--- src/rtl/jtdsp16_sio_pkg.sv ---
// Shared types and widths for the jtdsp16 serial output transmitter.
package jtdsp16_sio_pkg;
    localparam int SIO_WORD_W = 16;
    localparam int SIO_CNT_W  = $clog2(SIO_WORD_W);

    typedef enum logic {
        IDLE  = 1'b0,
        SHIFT = 1'b1
    } sio_state_t;
endpackage

--- src/rtl/jtdsp16_sio_ckgen.sv ---
// Free-running ock divider: toggles every CKDIV clk_en ticks, with rise/fall
// strobes that are high on the tick where ock changes.
module jtdsp16_sio_ckgen #(
    parameter int CKDIV = 4
) (
    input  logic rst,
    input  logic clk,
    input  logic clk_en,
    output logic ock,
    output logic rise,
    output logic fall
);
    logic [7:0] cnt;
    logic       wrap;

    assign wrap = clk_en && (cnt == 8'(CKDIV - 1));
    assign rise = wrap && !ock;
    assign fall = wrap && ock;

    always_ff @(posedge clk or posedge rst) begin
        if (rst) begin
            cnt <= 8'd0;
            ock <= 1'b0;
        end else if (clk_en) begin
            if (wrap) begin
                cnt <= 8'd0;
                ock <= ~ock;
            end else begin
                cnt <= cnt + 8'd1;
            end
        end
    end
endmodule

--- src/rtl/jtdsp16_sio_tx.sv ---
// jtdsp16 serial output transmitter: obuf + shifter + framing on sdo/psel/sadd/doen.
// Define JTDSP16_SIO_LSBFIRST_EN to send words LSB first (default MSB first).
module jtdsp16_sio_tx
    import jtdsp16_sio_pkg::*;
#(
    parameter int CKDIV = 4
) (
    input  logic        rst,
    input  logic        clk,
    input  logic        clk_en,
    input  logic        tx_we,
    input  logic [15:0] tx_data,
    input  logic        tx_chan,
    output logic        ock,
    output logic        sdo,
    output logic        doen,
    output logic        sadd,
    output logic        psel,
    output logic        old,
    output logic        ose,
    output logic        ovf
);
`ifdef JTDSP16_SIO_LSBFIRST_EN
    localparam int FIRST = 0;
`else
    localparam int FIRST = SIO_WORD_W - 1;
`endif

    sio_state_t                state, state_nx;
    logic                      rise, fall;
    logic                      obuf_full, obuf_chan;
    logic [SIO_WORD_W-1:0]     obuf_data, shreg;
    logic [SIO_CNT_W-1:0]      bcnt;
    logic                      last_bit, load;

    jtdsp16_sio_ckgen #(.CKDIV(CKDIV)) u_ckgen (
        .rst    (rst),
        .clk    (clk),
        .clk_en (clk_en),
        .ock    (ock),
        .rise   (rise),
        .fall   (fall)
    );

    assign last_bit = (bcnt == SIO_CNT_W'(SIO_WORD_W - 1));

    always_ff @(posedge clk or posedge rst) begin
        if (rst) state <= IDLE;
        else     state <= state_nx;
    end

    always_comb begin
        state_nx = state;
        case (state)
            IDLE:    if (rise && obuf_full) state_nx = SHIFT;
            SHIFT:   if (rise && last_bit && !obuf_full) state_nx = IDLE;
            default: state_nx = IDLE;
        endcase
    end

    always_comb begin
        load = rise && obuf_full && (state == IDLE || last_bit);
        doen = (state == SHIFT);
        ose  = (state == IDLE) && !obuf_full;
    end

    // sdo is refreshed on rises from the shifter head; the shifter advances
    // on falls so the next bit is already waiting at the head.
    always_ff @(posedge clk or posedge rst) begin
        if (rst) begin
            obuf_full <= 1'b0;
            obuf_chan <= 1'b0;
            obuf_data <= '0;
            shreg     <= '0;
            bcnt      <= '0;
            sdo       <= 1'b0;
            sadd      <= 1'b0;
            psel      <= 1'b0;
            old       <= 1'b0;
            ovf       <= 1'b0;
        end else begin
            old <= load;
            ovf <= tx_we && obuf_full && !load;
            if (tx_we) begin
                obuf_data <= tx_data;
                obuf_chan <= tx_chan;
                obuf_full <= 1'b1;
            end else if (load) begin
                obuf_full <= 1'b0;
            end
            if (load) begin
                shreg <= obuf_data;
                sdo   <= obuf_data[FIRST];
                psel  <= obuf_chan;
                sadd  <= 1'b1;
                bcnt  <= '0;
            end else if (state == SHIFT && rise) begin
                sadd <= 1'b0;
                if (last_bit) begin
                    sdo  <= 1'b0;
                    bcnt <= '0;
                end else begin
                    sdo  <= shreg[FIRST];
                    bcnt <= bcnt + 1'b1;
                end
            end else if (state == SHIFT && fall) begin
`ifdef JTDSP16_SIO_LSBFIRST_EN
                shreg <= {1'b0, shreg[SIO_WORD_W-1:1]};
`else
                shreg <= {shreg[SIO_WORD_W-2:0], 1'b0};
`endif
            end
        end
    end
endmodule

--- config.mk ---
export PLATFORM = sky130hd
export DESIGN_NAME = jtdsp16_sio_tx
export DESIGN_NICKNAME = d
export VERILOG_FILES = /design/src/rtl/jtdsp16_sio_pkg.sv /design/src/rtl/jtdsp16_sio_ckgen.sv /design/src/rtl/jtdsp16_sio_tx.sv
export SDC_FILE = /design/constraint.sdc
export NUM_CORES = 1
export LEC_CHECK = 0
export ABC_AREA = 0
export CAP_MARGIN = 40
export CORE_UTILIZATION = 30
export DETAILED_ROUTE_END_ITERATION = 7
export PLACE_DENSITY = 0.57
export SLEW_MARGIN = 20
export SYNTH_ARGS = -nofsm -noshare
export SYNTH_HDL_FRONTEND = slang
export SYNTH_SLANG_ARGS = --single-unit
--- constraint.sdc ---
create_clock -name clk -period 6.35 [get_ports clk]
set_clock_uncertainty 0.2 [all_clocks]
set_input_delay 1.5875 -clock clk [delete_from_list [all_inputs] [get_ports clk]]
set_output_delay 1.5875 -clock clk [all_outputs]
set_load 0.005 [all_outputs]
==> impl_metrics.toml <==
[clocking]
cts_resized = 0
cts-buffers-inserted = 5
clk_pin_slew_worst_paths_ps = 100
max-clock-path-buffers = 2
insertion_delay_ps = 310
cts_setup_buffers = 0
cts_sinks = 53
cts_hold_buf = 0
cts_tree = "done"
root_buffer = "clkbuf_8"
h-tree-depth = 2

[cells_and_area]
fin_area_um2 = 2930
diodes = 0
area_growth_pct = 20.7
nets = 259
drive_gt1_share_pct = 21.1
final_cells = 339

[grt]
grt_use_total_pct = 12.4
grt_pass1_vias = 1795
antenna_found_initial = 0
grt_max_degree = 54
grt_pass1_wl_um = 8390
globalRouteOverflowTotal = 0

[worst_hold_path]
hp-class = "reg2reg"
hold_depth = 1

[detailed_routing]
routedWlPerCell_um = 13.6
drtPass1Iterations = 4
dr_total_vias = 1704
ant_nets = 0
drcViolationCount = 0
routed_wl_um = 4620
first_iter_violations = 118
vias_per_cell = 5.03

[synth]
synthFlopType = "dfrtp_1"
synth-edff-count = 0
synth_top_area_share_pct = 54.7
ys_types = 36
avgSynthCellArea_um2 = 11.5
synth_area_leader_cell = "dfrtp_1"
synth_area_leaders = "dfrtp_1 55%, mux2_2 8.4%, o221a_2 6.5%, o21ai_0 3.3%, nor4_1 2.6%"
syn_nets = 233
syn-instance-count = 210
yosys-top-cells-count = "53 x dfrtp_1, 18 x mux2_2, 16 x o21ai_0"
synth-seq-cells = 53
netlist_area_um2 = 2420
ys_async_sr_fraction_pct = 100
yosys_warnings = 0
synth_most_common_cell = "dfrtp_1"
synth-seq-area-share_pct = 54.7

[timing]
hold_violations = 0
period_share_pct = 68.2
tightest_slew_ps = 794
max_freq_mhz = 231
drv_slew = 0
setup_viol = 0
finalSetupTns_ps = 0
rsz0062_at_grt = "false"
min_period_ps = 4330
relSlewSlack_pct = 46.9

[die]
die_w_um = 91.9
io-pin-count = 29
start_util_pct = 31.2
core-area_um2 = 7770
rows = 32
dieArea_um2 = 8440
die_height_um = 91.9

[critical_path]
r2r_setup_slack_ps = 3230
r2r_end = "psel"
cp-start-kind = "primary input"
crit_cells = 5
cp.required_ps = 6340
worst-path-buf-inv = 1
crit_type = "in2reg"
r2r_start = "u_ckgen.cnt[0]"
endpoint = "psel"
crit_slowest_cell = "nand3_1"
cp_max_fo = 20
critPathArrivalTime_ps = 4320
reg2reg_depth = 5
crit_start = "clk_en"
crit_family = "simple AND/OR/NAND/NOR gates"
critPathCaptureType = "flop"
slowest_delay_ps = 650
crit_chain = "clkdlybuf4s50_1 > nand4bb_1 > nor3_2 > nand3_1 > mux2_2"

[placed_design]
io_buffers = 28
dp_hpwl_um = 3110
placed_area_um2 = 2810
gp_congestion = 0.821
dp_cells = 331

[pwr]
leakagePower_nw = 1.21
peakVddDrop_mv = 0.117
power_density_nw_per_um2 = 335

[job]
maxCapViolCount = 0

[run_status]
status = "completed"
registers in the layout, indices dropped and copies added, names as in the netlist:
| signal | cells |
|---|---|
| old | 1 |
| bcnt | 4 |
| sdo | 1 |
| sadd | 1 |
| ovf | 1 |
| obuf_chan | 1 |
| obuf_full | 1 |
| u_ckgen.cnt | 8 |
| u_ckgen.ock | 1 |
| shreg | 16 |
| psel | 1 |
| doen | 1 |
| obuf_data | 16 |
cells in the final DEF, fill, tap and decap left out, types with 2 or more instances in the layout:
master	Yosys	layout
dfrtp_1	53	53
clkdlybuf4s50_1	0	28
mux2_2	18	18
o21ai_0	16	16
o221a_2	14	14
nor2_1	14	14
nand2_1	12	12
nor4_1	10	10
inv_1	9	8
clkbuf_8	0	6
nand4_1	5	5
and3_1	5	5
nand2b_1	5	5
xnor2_1	5	5
nand3_1	4	4
or2_2	3	3
a21o_1	3	3
a21oi_1	2	2
a31oi_1	2	2
o2bb2ai_1	2	2
o211ai_1	2	2
ha_1	2	2
metrics by stage:
step                      utilization (%)  hold slack [ps]  setup WS [ps]  total power, mW
after global placement               35.9              273           1780            0.745
after floorplan                         -              260           3280            0.684
final                                37.7              293           2020            0.980
after detailed placement             36.1              273           1700            0.750
after CTS                            37.7              296           2040            0.994
after global routing                 37.7              323           1800             1.05
logic make-up (layout without fill, tap and decap cells):
kind of cell / count (synthesis) / in the layout / share of synthesized area, %
compound gates: 46 / 46 / 15.7
xor+xnor: 6 / 6 / 2.17
fa+ha+maj: 2 / 2 / 1.03
buf+inv: 20 / 47 / 3.41
flops: 53 / 53 / 54.7
mux: 18 / 18 / 8.36
simple gates: 65 / 65 / 14.6
report_power, final:
part	internal, mW	switching [mW]	total (mW)	leakage, nW
Combinational	0.138	0.0956	0.233	0.508
Clock	0.128	0.109	0.237	0.0574
Sequential	0.425	0.0850	0.510	0.649
Total	0.691	0.289	0.980	1.21
worst min path at each step:
stage	from	to	slack [ps]
after floorplan	u_ckgen.cnt[7]	u_ckgen.cnt[7]	260
after global routing	sadd	sadd	320
after CTS	sadd	sadd	300
final	sadd	sadd	290
after detailed placement	sadd	sadd	270
after global placement	sadd	sadd	270
cell type report:
class	count	area, um^2
Fill cell	775	4840
Clock buffer	6	82.6
Tap cell	102	128
Timing Repair Buffer	30	303
Sequential cell	53	1330
Clock inverter	2	37.5
Inverter	9	33.8
Multi-Input combinational cell	137	1010
per-layer routing:
metal  wire, um  track usage, %
met1       2370            16.7
met2       2020            19.7
met3        152            2.32
met4         86            5.08
met5          0               0
No activity file was read; power rests on OpenSTA's default activity.
